--- src/rtl/sync_fifo_pkg.sv ---
// rtl/sync_fifo_pkg.sv - default sizes, counter-width helper and data type for sync_fifo
package sync_fifo_pkg;

  localparam int DATA_W = 8;
  localparam int DEPTH  = 8;

  // The count has to represent DEPTH itself, so it needs one bit more than the pointers.
  function automatic int cnt_w(input int depth);
    return $clog2(depth) + 1;
  endfunction

  localparam int CNT_W = cnt_w(DEPTH);

  typedef logic [DATA_W-1:0] data_t;

endpackage

--- src/rtl/sync_fifo_mem.sv ---
// rtl/sync_fifo_mem.sv - DEPTH x DATA_W register array, one write port, one registered read port
module sync_fifo_mem #(
  parameter int DATA_W = 8,
  parameter int DEPTH  = 8,
  parameter int AW     = $clog2(DEPTH)
) (
  input  logic              clk_i,
  input  logic              rst_i,
  input  logic              wr_en_i,
  input  logic [AW-1:0]     wr_addr_i,
  input  logic [DATA_W-1:0] wr_data_i,
  input  logic              rd_en_i,
  input  logic [AW-1:0]     rd_addr_i,
  output logic [DATA_W-1:0] rd_data_o
);

  logic [DATA_W-1:0] mem_q [DEPTH];
  logic [DATA_W-1:0] rd_data_q;

  // Storage is deliberately left out of reset; only the output register clears.
  always_ff @(posedge clk_i) begin
    if (wr_en_i) begin
      mem_q[wr_addr_i] <= wr_data_i;
    end
  end

  always_ff @(posedge clk_i) begin
    if (rst_i) begin
      rd_data_q <= '0;
    end else if (rd_en_i) begin
      rd_data_q <= mem_q[rd_addr_i];
    end
  end

  assign rd_data_o = rd_data_q;

endmodule

--- src/rtl/sync_fifo.sv ---
// rtl/sync_fifo.sv - single-clock FIFO with count and flags; SYNC_FIFO_ERR_EN adds sticky overflow/underflow
module sync_fifo #(
  parameter int DATA_W = sync_fifo_pkg::DATA_W,
  parameter int DEPTH  = sync_fifo_pkg::DEPTH,
  parameter int CNT_W  = sync_fifo_pkg::cnt_w(DEPTH)
) (
  input  logic              clk,
  input  logic              rst,
  input  logic [DATA_W-1:0] data_in,
  input  logic              wr,
  input  logic              rd,
  output logic [DATA_W-1:0] data_out,
  output logic              empty,
  output logic              full,
`ifdef SYNC_FIFO_ERR_EN
  output logic              overflow,
  output logic              underflow,
`endif
  output logic [CNT_W-1:0]  fifo_cnt
);

  import sync_fifo_pkg::*;

  localparam int AW = CNT_W - 1;

  logic [AW-1:0]    wr_ptr_q, wr_ptr_d;
  logic [AW-1:0]    rd_ptr_q, rd_ptr_d;
  logic [CNT_W-1:0] cnt_q, cnt_d;
  logic             wr_en, rd_en;

  assign empty = (cnt_q == '0);
  assign full  = (cnt_q == CNT_W'(DEPTH));

  // Gating with the flags makes full-write and empty-read no-ops.
  assign wr_en = wr & ~full;
  assign rd_en = rd & ~empty;

  always_comb begin
    wr_ptr_d = wr_ptr_q;
    rd_ptr_d = rd_ptr_q;
    cnt_d    = cnt_q;
    if (wr_en) begin
      wr_ptr_d = wr_ptr_q + AW'(1);
    end
    if (rd_en) begin
      rd_ptr_d = rd_ptr_q + AW'(1);
    end
    case ({wr_en, rd_en})
      2'b10:   cnt_d = cnt_q + CNT_W'(1);
      2'b01:   cnt_d = cnt_q - CNT_W'(1);
      default: cnt_d = cnt_q;
    endcase
  end

  always_ff @(posedge clk) begin
    if (rst) begin
      wr_ptr_q <= '0;
      rd_ptr_q <= '0;
      cnt_q    <= '0;
    end else begin
      wr_ptr_q <= wr_ptr_d;
      rd_ptr_q <= rd_ptr_d;
      cnt_q    <= cnt_d;
    end
  end

  assign fifo_cnt = cnt_q;

  sync_fifo_mem #(
    .DATA_W (DATA_W),
    .DEPTH  (DEPTH),
    .AW     (AW)
  ) u_mem (
    .clk_i     (clk),
    .rst_i     (rst),
    .wr_en_i   (wr_en),
    .wr_addr_i (wr_ptr_q),
    .wr_data_i (data_in),
    .rd_en_i   (rd_en),
    .rd_addr_i (rd_ptr_q),
    .rd_data_o (data_out)
  );

`ifdef SYNC_FIFO_ERR_EN
  logic overflow_q, overflow_d;
  logic underflow_q, underflow_d;

  // Sticky: once a bad request is seen the flag stays up until reset.
  always_comb begin
    overflow_d  = overflow_q | (wr & full);
    underflow_d = underflow_q | (rd & empty);
  end

  always_ff @(posedge clk) begin
    if (rst) begin
      overflow_q  <= 1'b0;
      underflow_q <= 1'b0;
    end else begin
      overflow_q  <= overflow_d;
      underflow_q <= underflow_d;
    end
  end

  assign overflow  = overflow_q;
  assign underflow = underflow_q;
`endif

endmodule

--- config.mk ---
export PLATFORM = sky130hd
export DESIGN_NAME = sync_fifo
export DESIGN_NICKNAME = d
export VERILOG_FILES = /design/src/rtl/sync_fifo_pkg.sv /design/src/rtl/sync_fifo_mem.sv /design/src/rtl/sync_fifo.sv
export SDC_FILE = /design/constraint.sdc
export NUM_CORES = 1
export LEC_CHECK = 0
export CAP_MARGIN = 20
export CELL_PAD_IN_SITES_DETAIL_PLACEMENT = 0
export CELL_PAD_IN_SITES_GLOBAL_PLACEMENT = 1
export CORE_MARGIN = 5
export CORE_UTILIZATION = 40
export DETAILED_ROUTE_END_ITERATION = 8
export PLACE_DENSITY = 0.75
export SETUP_SLACK_MARGIN = 0.5
export SLEW_MARGIN = 40
export SYNTH_ARGS = -nofsm -noshare
export SYNTH_HDL_FRONTEND = slang
export SYNTH_SLANG_ARGS = --single-unit
--- constraint.sdc ---
create_clock -name clk -period 6.75 [get_ports clk]
set_clock_uncertainty 0.2 [all_clocks]
set_input_delay 0.675 -clock clk [delete_from_list [all_inputs] [get_ports clk]]
set_output_delay 0.675 -clock clk [all_outputs]
set_load 0.01 [all_outputs]
-- After elaboration in Yosys (flattened, before gate mapping)
Memories as Yosys holds them, arrays and structs flattened. A register that Yosys moved wholly into a read port is not among the register bits.
Index checks and enable logic that the tools add are counted.
W data, S select, Z words.
- bits in registers: 10
- input bits: 12
- bits in latches: 0
- memory bits (read-only): 0
- memories: 1
- output and inout port bits: 14
- logic and storage cells: 20
- RAM bits: 64
- memory list (name ; depth ; bits a word ; rd ports ; clocked after memory_dff ; write ports ; line ; source):
    u_mem.mem_q ; 8 ; 8 ; 1 ; 1 ; 1 ; sync_fifo_mem.sv:17 ; logic [DATA_W-1:0] mem_q [DEPTH];
- shift-type cells: 0
- magnitude comparators: 0
- bitwise gates (word level): 4
- equality and inequality tests: 3
- reduce and logical (&&, ||, !) cells: 2
- muxes and demuxes: 3
- multipliers: 0
- divide/modulo/power cells: 0
- add/subtract/negate cells: 4
- operators with widths (operator ; number):
    $pmux W4 S2 ; 1
    $add A3 B1 Y3 const B ; 2
    $add A4 B1 Y4 const B ; 1
    $eq A4 B4 Y1 const B ; 1
    $logic_not A4 Y1 ; 1
    $sub A4 B1 Y4 const B ; 1
    $and A1 B1 Y1 ; 2
    $eq A2 B1 Y1 const B ; 1
    $eq A2 B2 Y1 const B ; 1
    $mux W1 ; 2
    $not A1 Y1 ; 2
    $reduce_bool A2 Y1 ; 1

-- Depth between registers and ports, before layout
- depth after elaboration: 5
- mapped depth: 10
- gate-level depth less buffers: 9

-- Hierarchy
From an unflattened synthesis, not the netlist that was laid out.
- cells, all modules: 219
- area total of the unflattened synthesis: 3339.5 µm²
- by module, submodules not included (module ; instances ; cells an instance ; area an instance (µm²) ; sequential area each (µm²)):
    sync_fifo_mem ; 1 ; 162 ; 2812.7 ; 2082.0
    sync_fifo ; 1 ; 57 ; 526.8 ; 200.2

-- Worst setup path before layout
OpenSTA, ideal clock, no wires.
- kind: register to register
- from: reg cnt_q[3] (netlist: fifo_cnt[3])
- to: reg cnt_q[3] (netlist: fifo_cnt[3])
- library setup time: 0.070 ns
- arrival: 2.467 ns
- stages on the path, launching flop included: 9
- path slack: 4.014 ns
- required time: 6.480 ns
- period minus slack after synthesis: 2.736 ns
- path buffers: 1
- cell sequence: dfxtp_1 > o41a_4 > buf_2 > ha_1 > ha_1 > a21oi_1 > a21oi_1 > or4_1 > a21oi_1
- word-level cells in the longest chain between the ends: 5
- elaborated cells between the ends (all ways): 12
- those cells by class: add/sub: 2; eq/ne: 3; mux: 1; bitwise: 4; reduce/logical: 2
- RTL lines (element ; line ; source):
    start, declared ; sync_fifo.sv:28 ; logic [CNT_W-1:0] cnt_q, cnt_d;
    start signal, assigned ; sync_fifo.sv:63 ; cnt_q <= cnt_d;
    $logic_not A4 Y1 (*) ; sync_fifo.sv:31 ; assign empty = (cnt_q == '0);
    $not A1 Y1 (*) ; sync_fifo.sv:36 ; assign rd_en = rd & ~empty;
    $and A1 B1 Y1 (*) ; sync_fifo.sv:36 ;
    via rd_en ; sync_fifo.sv:29 ; logic wr_en, rd_en;
    $eq A2 B1 Y1 / $eq A2 B2 Y1 (equally long branches) ; sync_fifo.sv:48 ; case ({wr_en, rd_en})
    $pmux W4 S2 / $reduce_bool A2 Y1 (equally long branches) ; n/a ;
The timed path passes the listed nets; every way through them passes the cells marked *.
A chain may end at the register's enable or synchronous reset.

-- Final worst setup path
- from: reg cnt_q[0] (netlist: fifo_cnt[0])
- to: out full
- word-level cells in the longest chain between the ends: 1
- RTL lines (element ; line ; source):
    $eq A4 B4 Y1 ; sync_fifo.sv:32 ; assign full = (cnt_q == CNT_W'(DEPTH));
    end, declared ; sync_fifo.sv:14 ; output logic full,
Every way passes these cells.

==> run summary <==
setup TNS: 0 ns
CP max stage delay: 0.73 ns
Critical Path, Cell by Cell: or4b_1 > inv_1 > clkdlybuf4s50_1
register clock-pin slew on the reported worst setup and hold paths: 0.08 ns
Post-synth ARST share: 0%
Worst-Skew Late Latency: 0.35 ns
gpl congestion: 0.714
Yosys warnings: 0
max frequency: 335 MHz
Slew Limit Fails: 0
chip width: 102 µm
Commonest cells post-synth: edfxtp_1 (64), nor2_1 (21), dfxtp_1 (18), mux4_2 (16)
CTS HTree Levels: 3
compound-cell area share of the yosys netlist: 4.82%
top post-synthesis cells by area: edfxtp_1 (57%), dfxtp_1 (11%), mux4_2 (11%), o22ai_2 (3.0%), nor3_2 (2.4%)
Leakage: 1.26 nW
Reg area: 2280 µm²
Arrival @ worst endpoint: 2.11 ns
Mapped Nets: 209
Cell Rows: 33
global route overflow: 0
TritonCTS buffer count: 9
largest net degree at the start of global routing: 19
Cells after DPL: 314
setup violators final: 0
core area: 8220 µm²
Max Cap Viol: 0
detailed-route DRC error count: 0
EDFF count, synth: 64
Synth Area in XOR/XNOR: 1.78%
Hold-fix buffers, CTS: 0
die area: 10400 µm²
post-synthesis sequential area ratio: 67.6%
TritonCTS clock tree: yes
slew margin rel.: 46.6%
largest fanout on the critical path: 7
Hold Crit Class: flip-flop to flip-flop
main combinational cell family by area after synthesis: multiplexers
first-pass GRT wire length: 9230 µm
layout cell share with drive strength beyond 1: 28.0%
minimum clock period: 2.99 ns
CP startpoint kind: flip-flop
Synth Register Bits: 82
GRT Resource Usage Total: 12.4%
DIE HEIGHT: 102 µm
RSZ-0062 raised after global routing: no
input/output buffers: 25
IO Pins: 26
diode count: 0
WP data required: 5.88 ns
CTS Root Cell: clkbuf_8
maximum clock path buffer count: 2
multi-input logic area: 1020 µm²
Syn Area/Cell: 17.7 µm²
Synth Flop Type: edfxtp_1
WS Path Type: flip-flop to output port
count leader, synth: edfxtp_1
top-area cell type share of the netlist area: 56.9%
period utilization: 44.3%
CP max-delay cell: or4b_1
initial antenna violation count: 0
PD cells: 367 nW/µm²
vias per cell: 5.15
synth-to-layout area growth: 16.6%
post-route insts no fill: 330
via count: 1698
final wirelength: 5770 µm
Slew @ Worst Pin: 0.799 ns
simple-gate area share of the yosys netlist: 9.23%
filler instances: 700
post-CTS sizing: 0
Synth Cell Area: 3380 µm²
DR iter-0 viols: 92
clock sink count: 82
Post-layout nets: 238
Adder-Cell Fraction of Synth Area: 2.45%
TritonRoute pass-1 iters: 4
HPWL Detailed: 3650 µm
Initial Util: 41.1%
Unique masters post-synth: 36
vias in the first global route: 1648
leading area contributor after synthesis: edfxtp_1
Synth Instances: 191
# Post-CTS Setup Buffers: 0
Peak VDD IR: 119 µV
per-cell routed wire length: 17.5 µm
mux share of post-synthesis cell area: 11.0%
post-route ant nets: 0
status: complete, no violations
Hold Vio Cnt, Final: 0
CP Capture Type: output port
==> metal layers <==
metal	vias up	track usage, %	wire, µm
met5	-	0	0
met4	0	5.75	98
met3	9	3.28	225
met2	29	19.2	2830
met1	864	16.6	2610
li1	796	-	-
==> through the flow <==
step                worst slack (ns)  hold WS, ns  instance area, µm²  power, W  util (%)
finish                          3.76        0.302                3940   0.00145      47.9
global route                    3.54        0.343                3940   0.00153      47.9
CTS                             3.74        0.311                3940   0.00147      48.0
detailed placement              3.53        0.291                3720   0.00108      45.3
global placement                3.62        0.281                3700   0.00108      45.1
floorplan                       4.01        0.302                3380  0.000960         -
==> cells by family after synthesis <==
kind of cell | count (synthesis)
simple gates | 50
buf+inv | 14
compound gates | 16
xor+xnor | 6
mux | 17
fa+ha+maj | 6
flops | 82
==> registers in the layout, indices dropped and copies added (netlist names) <==
register	flops
u_mem.mem_q	64
u_mem.rd_data_o	8
fifo_cnt	4
rd_ptr_q	3
wr_ptr_q	3
==> placed cells by master (no fill, tap or decap), types with 3 or more instances in the layout <==
| cell | synthesis | routed |
|---|---|---|
| nor2_1 | 21 | 21 |
| dfxtp_1 | 18 | 17 |
| ha_1 | 5 | 5 |
| buf_4 | 0 | 3 |
| a21oi_1 | 5 | 5 |
| clkdlybuf4s50_1 | 0 | 24 |
| nor3_4 | 0 | 3 |
| o22ai_2 | 8 | 8 |
| xor2_1 | 4 | 4 |
| nor3_2 | 8 | 8 |
| edfxtp_1 | 64 | 64 |
| clkbuf_8 | 1 | 9 |
| mux4_2 | 16 | 16 |
| nand3_1 | 3 | 3 |
| inv_1 | 4 | 4 |
==> report_power, final <==
group,internal [W],total [W],switching (W)
Sequential,0.000600,0.000641,0.0000416
Clock,0.000210,0.000386,0.000176
Combinational,0.000216,0.000419,0.000203
==> cell type report <==
class | count | share of cell area, %
Clock buffer | 10 | 3.24
Inverter | 4 | 0.381
Sequential cell | 82 | 58.0
Multi-Input combinational cell | 95 | 25.9
Timing Repair Buffer | 28 | 6.80
Tap cell | 105 | 3.34
Clock inverter | 6 | 2.29
==> worst max-delay path, delay by kind of cell (launching register included) <==
family	cells	cell delay [ns]
flip-flops	1	0.39
buffers and inverters	2	0.64
AND/OR/NAND/NOR	1	0.73
==> worst paths after layout <==
check | start | to | slack, ns | cells past startpoint
worst max-delay path | fifo_cnt[0] | full | 3.76 | 3
worst min-delay path | u_mem.rd_data_o[5] | u_mem.rd_data_o[5] | 0.30 | 2
worst max register to register | fifo_cnt[0] | fifo_cnt[3] | 3.76 | 8
worst min register to register | u_mem.rd_data_o[5] | u_mem.rd_data_o[5] | 0.30 | 2
Power figures use the tool's default switching activity.
